===== config.mk =====
export PLATFORM = sky130hd
export DESIGN_NAME = instr_sequencer
export DESIGN_NICKNAME = d
export VERILOG_FILES = /design/src/rtl/instr_sequencer.sv
export SDC_FILE = /design/constraint.sdc
export NUM_CORES = 1
export LEC_CHECK = 0
export ABC_CLOCK_PERIOD_IN_PS = 3100
export CORE_ASPECT_RATIO = 1.1
export CORE_MARGIN = 2
export CORE_UTILIZATION = 44
export DETAILED_ROUTE_END_ITERATION = 8
export GPL_ROUTABILITY_DRIVEN = 0
export HOLD_SLACK_MARGIN = 0.03
export PLACE_DENSITY_LB_ADDON = 0.08
export SLEW_MARGIN = 15
export SYNTH_ARGS = -nofsm -noshare
export SYNTH_HDL_FRONTEND = slang
export SYNTH_SLANG_ARGS = --single-unit

===== constraint.sdc =====
create_clock -name i_clk -period 3.1 [get_ports i_clk]
set_input_delay 0.465 -clock i_clk [delete_from_list [all_inputs] [get_ports i_clk]]
set_output_delay 0.465 -clock i_clk [all_outputs]
set_load 0.01 [all_outputs]

===== src/rtl/instr_sequencer.sv =====
// instr_sequencer: fetch/sequence engine for the 16-bit processor.
//
// Owns the program counter and the fetch-decode-execute state machine. It
// fetches one instruction per pass over a req/ack handshake, latches it into
// the instruction register, pulses the decode enable for one cycle, and then
// applies the control unit's branch/halt result to the program counter.
//
// Ports:
//   i_clk         system clock, all state on the rising edge
//   i_rst         synchronous active-high reset
//   i_start       leaves IDLE and begins fetching at pc = 0
//   o_imem_req    instruction fetch request
//   o_imem_addr   fetch address (always equals pc)
//   i_imem_ack    fetch complete, i_imem_data valid this cycle
//   i_imem_data   fetched instruction
//   o_ir          instruction register to the control unit
//   o_cu_en       one-cycle decode enable to the control unit
//   i_bra         branch taken (control unit, registered)
//   i_badr        branch target (control unit, registered)
//   i_hlt         halt request (control unit, registered)
//   i_exec_busy   multi-cycle execute in progress; stalls sequencing
//   o_pc          current program counter
//   o_halted      sticky halt indicator
//   o_fault       sticky fetch-timeout indicator

module instr_sequencer #(
  parameter int unsigned ADDR_W  = 10,
  parameter int unsigned INSTR_W = 16,
  parameter int unsigned TIMEOUT = 16
) (
  input  logic               i_clk,
  input  logic               i_rst,
  input  logic               i_start,
  output logic               o_imem_req,
  output logic [ADDR_W-1:0]  o_imem_addr,
  input  logic               i_imem_ack,
  input  logic [INSTR_W-1:0] i_imem_data,
  output logic [INSTR_W-1:0] o_ir,
  output logic               o_cu_en,
  input  logic               i_bra,
  input  logic [ADDR_W-1:0]  i_badr,
  input  logic               i_hlt,
  input  logic               i_exec_busy,
  output logic [ADDR_W-1:0]  o_pc,
  output logic               o_halted,
  output logic               o_fault
);

  typedef enum logic [2:0] {
    StIdle,
    StFetch,
    StDecode,
    StExec,
    StHalt,
    StFault
  } state_e;

  // Counter only has to reach TIMEOUT-1.
  localparam int unsigned   CntW   = (TIMEOUT > 1) ? $clog2(TIMEOUT) : 1;
  localparam logic [CntW-1:0] CntMax = CntW'(TIMEOUT - 1);

  state_e               r_state;
  logic [ADDR_W-1:0]    r_pc;
  logic [INSTR_W-1:0]   r_ir;
  logic                 r_imem_req;
  logic                 r_cu_en;
  logic                 r_halted;
  logic                 r_fault;
  logic [CntW-1:0]      r_cnt;

  always_ff @(posedge i_clk) begin
    if (i_rst) begin
      r_state    <= StIdle;
      r_pc       <= '0;
      r_ir       <= '0;
      r_imem_req <= 1'b0;
      r_cu_en    <= 1'b0;
      r_halted   <= 1'b0;
      r_fault    <= 1'b0;
      r_cnt      <= '0;
    end else begin
      case (r_state)
        StIdle: begin
          if (i_start) begin
            r_state    <= StFetch;
            r_imem_req <= 1'b1;
            r_cnt      <= '0;
          end
        end

        StFetch: begin
          // An ack on the final allowed cycle still wins over the timeout.
          if (i_imem_ack) begin
            r_ir       <= i_imem_data;
            r_imem_req <= 1'b0;
            r_cnt      <= '0;
            r_cu_en    <= 1'b1;
            r_state    <= StDecode;
          end else if (r_cnt == CntMax) begin
            r_imem_req <= 1'b0;
            r_fault    <= 1'b1;
            r_state    <= StFault;
          end else begin
            r_cnt <= r_cnt + CntW'(1);
          end
        end

        StDecode: begin
          r_cu_en <= 1'b0;
          r_state <= StExec;
        end

        StExec: begin
          if (!i_exec_busy) begin
            // The control unit raises bra alongside hlt; halt takes priority.
            if (i_hlt) begin
              r_halted <= 1'b1;
              r_state  <= StHalt;
            end else begin
              r_pc       <= i_bra ? i_badr : r_pc + ADDR_W'(1);
              r_imem_req <= 1'b1;
              r_cnt      <= '0;
              r_state    <= StFetch;
            end
          end
        end

        // Terminal states: only reset leaves them.
        StHalt:  r_state <= StHalt;
        StFault: r_state <= StFault;

        default: begin
          r_state    <= StIdle;
          r_imem_req <= 1'b0;
          r_cu_en    <= 1'b0;
        end
      endcase
    end
  end

  assign o_imem_req  = r_imem_req;
  assign o_imem_addr = r_pc;
  assign o_ir        = r_ir;
  assign o_cu_en     = r_cu_en;
  assign o_pc        = r_pc;
  assign o_halted    = r_halted;
  assign o_fault     = r_fault;

endmodule


==> results of run 1 <==
-- state kept, by name, summed over array words and instances (netlist names) --
register / flops
o_cu_en: 1
o_fault: 1
o_halted: 1
o_imem_addr: 10
o_imem_req: 1
o_ir: 16
r_cnt: 4
r_state: 3
-- worst min-delay path: stages (launching register included) --
cell	delay, ns
dfxtp_1	0.31
nand2_1	0.05
a21oi_1	0.05
-- routing by layer --
layer  vias to the layer above  global-route usage, %
li1                        951                      -
met1                       831                   25.4
met2                        59                   33.3
met3                         5                   4.65
met4                         0                   6.94
met5                         -                      0
-- final cells by class --
| type | instances | area share (%) |
|---|---|---|
| clock buffers | 5 | 2.60 |
| clock inverters | 3 | 1.75 |
| inverters | 5 | 0.710 |
| multi-input cells | 175 | 36.1 |
| flip-flops and latches | 37 | 28.0 |
| well taps | 52 | 2.46 |
| repair buffers | 76 | 28.4 |
-- synthesized netlist by cell type, types with 3 or more instances --
| cell | number | share of area, % |
|---|---|---|
| nor3_1 | 5 | 1.4 |
| nor2_1 | 15 | 3.0 |
| dfxtp_1 | 37 | 40 |
| inv_1 | 5 | 1.0 |
| and3_1 | 4 | 1.4 |
| nand2b_1 | 5 | 1.7 |
| o21ai_0 | 9 | 2.4 |
| clkbuf_1 | 15 | 3.0 |
| or3_1 | 5 | 1.7 |
| buf_4 | 10 | 4.1 |
| a31oi_1 | 5 | 1.7 |
| nand3_1 | 7 | 1.9 |
| a21oi_1 | 34 | 9.2 |
| nand4_1 | 3 | 1.0 |
| nand2_1 | 48 | 9.7 |
| a211oi_1 | 6 | 2.4 |
-- report_power, final --
group	internal, mW	switching (mW)
Sequential	0.531	0.0643
Clock	0.241	0.182
Combinational	0.217	0.193
-- logic make-up (layout without fill, tap and decap cells) --
logic type               count (synthesis)  after routing
XOR/XNOR                                 1              1
buffers and inverters                   32             89
multiplexers                             3              3
flip-flops                              37             37
adder cells (fa/ha/maj)                  2              2
AND/OR/NAND/NOR                        100            100
AO/OA/AOI/OAI                           69             69
-- worst paths after layout --
check                                endpoint  slack [ns]  cells after the start
setup reg to reg  o_imem_addr[0]$_SDFFE_PP0P_        1.18                      4
hold / removal          o_ir[13]$_SDFFE_PP0P_        0.45                      2
hold reg to reg         o_ir[13]$_SDFFE_PP0P_        0.45                      2
setup / recovery  o_imem_addr[0]$_SDFFE_PP0P_        1.18                      4
-- layout by cell type (no fill, tap or decap), types with 2 or more instances in the layout --
master,instances
clkdlybuf4s50_1,72
mux2i_1,2
a21oi_1,34
nor2_1,15
and3_1,4
nand2_1,48
nor3_1,4
ha_1,2
nand3_1,7
o41ai_1,2
a31oi_1,5
a211oi_1,6
clkbuf_8,5
inv_1,5
or3_1,5
nand2b_1,5
buf_4,4
o21ai_0,9
dfxtp_1,37
nor2b_1,2
nor4_1,2
nand4_1,3
-- through the flow --
stage / setup slack (ns) / hold WS, ns / instances / power, mW
after floorplan: 1.46 / 0.458 / 244 / 0.839
after global placement: 0.946 / 0.442 / 345 / 1.01
after detailed placement: 0.917 / 0.447 / 345 / 1.01
after CTS: 1.18 / 0.458 / 353 / 1.45
after global routing: 1.05 / 0.479 / 353 / 1.51
final: 1.18 / 0.454 / 353 / 1.43
==> run metrics, run 1 <==
status complete, no violations; DRT met1 WL 2010 um; count of final setup violators 0; CTS H-tree lvls 2; Synth Area in XOR/XNOR 0.474%; WL met3 289 um; Reg area 741 um2; Sinks on Clock Net 37; reg2reg start r_state[1]$_SDFFE_PP0P_; Seq/Total Area, Yosys ~40%; met2 wire len 2200 um; # fillers 362; Synthesized Nets about 280; hold_sp o_ir[13]$_SDFFE_PP0P_; Simple-Gate Fraction of Synth Area 25.2%; violation count after the first detailed-route iteration 128; layout cells sized above 1 ~6.0%; Hold Vio Cnt, Final 0; final core occ 66.2%; Min-Delay Path Class flop to flop; GRT Total Usage 20.0%; crit path kind flop to flop; CP bufs+invs 0; final wirelength approximately 4600 um; Worst-Margin Slew 0.847 ns; diode count 0; setup TNS 0 ns; synthesized flop and latch total 37; final slew viol count 0; initial antenna violation count 0; Pwr Density 540 mW/mm2; Area Growth Syn to Fin 43.1%; Top Ports 73; Clk Latency, worst-skew pair 0.29 ns; CP required 3.32 ns; via/cell ratio approximately 5.2; uppermost routed layer met4; Tcrit/Tclk final 61.8%; maximum root-to-sink buffer count 2; CP arrival 2.13 ns; GRT overflow 0; Vias 1846; number of distinct library cells after synthesis 41; leak pwr 0.906 nW; Post-Route Skew 0.00382 ns; pin count of the biggest net entering global routing 27; Multi-input gate area 955 um2; row count 24; number of enable flip-flop cells after synthesis 0; main combinational cell family by area after synthesis simple AND/OR/NAND/NOR gates; IO buf count 72; CP dominant cell by count or3_1; vias in the first global route 1632; first-pass GRT wire length 7430 um; initial core utilization 46.3%; Cells after Synth between 200 and 250; f_max around 520 MHz; CP max stage delay 0.67 ns; DIE WIDTH roughly 66 um; Peak VDD IR 348 uV; ys flop type dfxtp_1; Worst Setup SP r_state[1]$_SDFFE_PP0P_; CP Max Fanout 16; cts bufs inserted 5; Adder-Cell Fraction of Synth Area 1.35%; RSZ-0062 raised after global routing no; post-synthesis compound-gate area fraction 22.7%; WL/cell 12.9 um; clk slew on worst S/H paths 0.08 ns; DP HPWL 3110 um; # Post-CTS Setup Buffers 0; mux contribution to synthesized area 1.69%; Resize count post-CTS 0; Yosys warning count 0; final instance area 0.00265 mm2; Critical Path End Type flop; CTS Root Cell clkbuf_8; Routed Antenna Nets 0; Post-Syn Area per Cell 7.57 um2; # DRC 0; clock tree from TritonCTS yes; Die H 72.0 um; CP max-delay cell dfxtp_1; Max-cap violations 0; placed cell area 0.00253 mm2; Worst path top cell family by delay simple AND/OR/NAND/NOR gates; Hold Buf Count CTS 0; Nets 335; Post-Syn Area 0.00185 mm2; asr flop ratio synth 0%; CP Cell Sequence nand2b_1, or3_1, or3_1, a31oi_1; Startpoint Class flop; Die Area 0.00473 mm2; Core Area approximately 0.0040 mm2; Final Critical Period 1.92 ns; Rel. slew slack 43.3%; First-pass DRT Iterations 4
Note: power is estimated with default switching activity, not from simulation.
==> run 2: changes to the inputs <==
--- a/config.mk
+++ b/config.mk
@@ -5,10 +5,10 @@
 export SDC_FILE = /design/constraint.sdc
 export NUM_CORES = 1
 export LEC_CHECK = 0
-export ABC_CLOCK_PERIOD_IN_PS = 3100
+export ABC_CLOCK_PERIOD_IN_PS = 1560
 export CORE_ASPECT_RATIO = 1.1
 export CORE_MARGIN = 2
-export CORE_UTILIZATION = 44
+export CORE_UTILIZATION = 39
 export DETAILED_ROUTE_END_ITERATION = 8
 export GPL_ROUTABILITY_DRIVEN = 0
 export HOLD_SLACK_MARGIN = 0.03
==> constraint.sdc (replaced) <==
create_clock -name i_clk -period 1.56 [get_ports i_clk]
set_input_delay 0.234 -clock i_clk [delete_from_list [all_inputs] [get_ports i_clk]]
set_output_delay 0.234 -clock i_clk [all_outputs]
set_load 0.01 [all_outputs]
==> run metrics, run 2 (same netlist as run 1, synthesis figures left out) <==
Post-Route Skew 0.00358 ns; Rel. slew slack between 70% and 80%; maximum root-to-sink buffer count 2; Sinks on Clock Net 37; CP bufs+invs 2; via/cell ratio 5.13; First-pass DRT Iterations 4; Hold Path Depth 2; Peak VDD IR 744 uV; status complete, no violations; CP Cell Sequence buf_4, clkdlybuf4s50_1; initial core utilization 40.0%; Die H 76.2 um; count of final setup violators 0; # fillers 439; CP max-delay cell clkdlybuf4s50_1; Pwr Density between 1000 and 1500 mW/mm2; row count 26; Critical Path End Type output port; DIE WIDTH slightly below 70 um; Min-Delay Path Class flop to flop; CP arrival 1.30 ns; Reg2Reg Setup Slack around 0.080 ns; Clk Latency, worst-skew pair 0.29 ns; pre-CTS setup slack -0.270 ns; Cell Count Post-Placement 372; Final Worst Setup Slack 0.0306 ns; most frequent cells in the layout 67 x clkdlybuf4s50_1, 48 x nand2_1, 33 x a21oi_1, 33 x dfxtp_1, 24 x buf_4; Vias a little under 2000; Die Area 0.00531 mm2; FF-to-FF path depth 4; IO buf count 72; pin count of the biggest net entering global routing 31; final wirelength approximately 4700 um; leak pwr around 1.1 nW; Worst-Margin Slew around 0.35 ns; most common cell after layout, fill and taps aside clkdlybuf4s50_1; vias in the first global route 1788; CP max stage delay between 0.5 and 0.6 ns; # DRC 0; layout cells sized above 1 between 15 and 20%; Max-cap violations 0; CP Max Fanout 5; Largest register FFs 16; DP HPWL 3350 um; initial antenna violation count 0; Area Growth Syn to Fin 57.0%; Worst R2R End o_imem_req$_SDFFE_PP0P_; Hold Vio Cnt, Final 0; Routed Antenna Nets 0; RSZ-0062 raised after global routing yes; CTS Root Cell clkbuf_8; Startpoint Class flop; hold_sp o_ir[2]$_SDFFE_PP0P_; reg2reg start r_state[0]$_SDFFE_PP0P_; clk slew on worst S/H paths about 0.07 ns; violation count after the first detailed-route iteration 85; final slew viol count 0; GRT overflow 0; Worst path top cell family by delay buffers and inverters; cts bufs inserted 5; clock tree from TritonCTS yes; diode count 0; f_max 654 MHz; Top Ports 73; Nets 359; crit path kind flop to output port; WL/cell 12.2 um; Core Area 0.00462 mm2; first-pass GRT wire length about 7700 um; final core occ a little over three fifths; Tcrit/Tclk final a little over nine tenths; Hold EP o_ir[2]$_SDFFE_PP0P_; GRT Total Usage 17.5%; CTS H-tree lvls 2; CP required 1.33 ns; Final Critical Period 1.53 ns; Layout Cells excl Fill 380
## run 2: stage by stage
stage / TNS (ns) / hold slack (ns) / total power, mW / area [um2]
after detailed placement: -4.90 / 0.446 / 2.17 / 2750
after global placement: -4.29 / 0.441 / 2.16 / 2750
after global routing: -0.150 / 0.479 / 3.15 / 2900
after CTS: 0 / 0.456 / 2.96 / 2850
final: 0 / 0.453 / 2.97 / 2900
after floorplan: 0 / 0.370 / 1.67 / 1850
## run 2: worst max-delay path by stage
stage                                      startpoint                     endpoint  slack [ns]  depth (start not counted)
final                     o_imem_addr[1]$_SDFFE_PP0P_                      o_pc[1]        0.03                          2
after global routing                      i_exec_busy        r_cnt[2]$_SDFFE_PP0P_       -0.04                          5
after CTS                 o_imem_addr[6]$_SDFFE_PP0P_                      o_pc[6]     0.00009                          1
after detailed placement                  i_exec_busy        r_cnt[2]$_SDFFE_PP0P_       -0.27                          5
after global placement                          i_hlt        r_cnt[1]$_SDFFE_PP0P_       -0.23                          5
after floorplan               r_state[1]$_SDFFE_PP0P_  o_imem_addr[0]$_SDFFE_PP0P_        0.05                          5
## run 2: repair_timing
action                                  in CTS  in global routing
gates cloned                                 0                  1
hold endpoints to repair                     0                  0
endpoints found under the setup margin       6                 19
buffers inserted                             0                  0
pin swaps                                    0                  1
resized for setup                            4                 12
hold buffers                                 0                  0
## run 2: per-layer routing
layer | vias to the layer above | wire length, um | track usage, %
li1 | 1003 | - | -
met2 | 52 | 2310 | 30.9
met4 | 0 | 61 | 6.92
met3 | 7 | 235 | 3.31
met5 | - | 0 | 0
met1 | 886 | 2040 | 20.7
## run 2: cell type report
type	count	area, um2	share of cell area (%)
Multi-Input combinational cell	175	986	34.0
Timing Repair Buffer	100	977	33.7
Sequential cell	37	746	25.7
Tap cell	56	70.1	2.41
Clock buffer	5	68.8	2.37
Clock inverter	2	35.0	1.21
Inverter	5	18.8	0.647
## run 2: where the power goes
| part | switching, mW | internal [mW] |
|---|---|---|
| Combinational | 0.470 | 0.567 |
| Clock | 0.327 | 0.464 |
| Sequential | 0.0794 | 1.06 |
| Total | 0.876 | 2.09 |
## run 2: worst register-to-register path, stage by stage (launching register included)
cell      delay [ns]
dfxtp_2         0.38
or3b_2          0.51
nand3b_1        0.11
o211ai_1        0.10
mux2_2          0.27
==> run 3: changes to the inputs <==
--- a/config.mk
+++ b/config.mk
@@ -7,7 +7,7 @@
 export LEC_CHECK = 0
 export ABC_CLOCK_PERIOD_IN_PS = 1560
 export CORE_ASPECT_RATIO = 1.1
-export CORE_MARGIN = 2
+export CORE_MARGIN = 4
 export CORE_UTILIZATION = 39
 export DETAILED_ROUTE_END_ITERATION = 8
 export GPL_ROUTABILITY_DRIVEN = 0
==> run metrics, run 3 (same netlist as run 1, synthesis figures left out) <==
Pwr Density 983 mW/mm2; Cell Count Post-Placement 375; Worst-Margin Slew 0.332 ns; final slew viol count 0; clk slew on worst S/H paths 0.08 ns; IO buf count 72; CTS H-tree lvls 2; count of final setup violators 0; Final Critical Period 1.48 ns; CTS Root Cell clkbuf_8; final wirelength 5020 um; most common cell after layout, fill and taps aside clkdlybuf4s50_1; Largest register FFs 16; GRT overflow 0; Sinks on Clock Net 37; Nets 364; pin count of the biggest net entering global routing 27; Peak VDD IR between 600 and 700 uV; row count 26; # DRC 0; hold_ws between 0.4 and 0.5 ns; Layout Cells excl Fill between 300 and 400; via/cell ratio between 5 and 6; Top Ports 73; placed cell area 0.00274 mm2; layout cells sized above 1 17.9%; CP arrival 1.25 ns; f_max 673 MHz; initial core utilization 40.0%; Max-cap violations 0; final core occ 63.7%; most frequent cells in the layout 64 x clkdlybuf4s50_1, 48 x nand2_1, 33 x a21oi_1; Critical Path End Type output port; status complete, no violations; CP bufs+invs 1; DP HPWL around 3700 um; final instance area 0.00294 mm2; violation count after the first detailed-route iteration 115; initial antenna violation count 0; CP Max Fanout 6; First-pass DRT Iterations 4; Vias approximately 1900; Worst path top cell family by delay buffers and inverters; first-pass GRT wire length 8180 um; DIE WIDTH ~74 um; Clk Latency, worst-skew pair 0.28 ns; Die H 80.2 um; Rel. slew slack 77.8%; Tcrit/Tclk final between 90% and 100%; vias in the first global route 1782; maximum root-to-sink buffer count 2; CP max stage delay about 0.57 ns; Startpoint Class flop; crit path kind flop to output port; leak pwr 1.20 nW; Core Area 0.00462 mm2; Die Area 0.00591 mm2; Routed Antenna Nets 0; clock tree from TritonCTS yes; CP max-delay cell clkdlybuf4s50_1; WL/cell approximately 13 um; Min-Delay Path Class flop to flop; GRT Total Usage 17.2%; diode count 0; Area Growth Syn to Fin 59.2%; cts bufs inserted 5; CP required 1.33 ns; Post-Route Skew 0.00470 ns; total power 2.89 mW; CP Cell Sequence clkdlybuf4s50_1; Hold Vio Cnt, Final 0
## run 3: final cells by class
type	instances	area, um2
fill	446	1680
clock inverter	2	13.8
inverter	5	18.8
tap	56	70.1
clock buffer	6	82.6
multi-input combinational	175	1000
timing repair buffer	105	998
sequential	37	754
## run 3: metrics by stage
step,setup slack [ns],TNS (ns)
finish,0.0751,0
global route,-0.0536,-0.259
CTS,0.00500,0
detailed placement,-0.318,-5.06
global placement,-0.273,-4.50
floorplan,0.0520,0
## run 3: per-layer routing
layer / up-vias / global-route usage, % / wire length (um)
met5: - / 0 / 0
met4: 0 / 5.43 / 51
met3: 6 / 2.88 / 316
met2: 52 / 28.7 / 2500
met1: 867 / 22.1 / 2150
li1: 1010 / - / -
## run 3: repair_timing
action / 4_1_cts / 5_1_grt
gates resized for setup: 4 / 22
endpoints found under the setup margin: 8 / 20
hold buffers: 0 / 0
gates cloned: 0 / 1
buffers inserted: 0 / 2
pin swaps: 0 / 3
endpoints found under the hold margin: 0 / 0
## run 3: power by group
group	internal (mW)	switching [mW]
registers	1.05	0.0816
clock network	0.358	0.341
logic	0.582	0.474
## run 3: path summary, 6_finish.rpt
kind / start / to / slack (ns) / cells after the start
worst max register to register: r_state[2]$_SDFFE_PP0P_ / o_ir[3]$_SDFFE_PP0P_ / 0.10 / 6
worst min register to register: o_ir[1]$_SDFFE_PP0P_ / o_ir[1]$_SDFFE_PP0P_ / 0.45 / 2
worst max-delay path: o_imem_addr[6]$_SDFFE_PP0P_ / o_pc[6] / 0.08 / 1
worst min-delay path: o_ir[1]$_SDFFE_PP0P_ / o_ir[1]$_SDFFE_PP0P_ / 0.45 / 2
## run 3: worst reg2reg max path, cell delays in order (launching register included)
cell      delay (ns)
dfxtp_1         0.37
nand2b_1        0.19
buf_4           0.16
or3_1           0.30
buf_4           0.20
nand2_1         0.08
a21oi_1         0.07
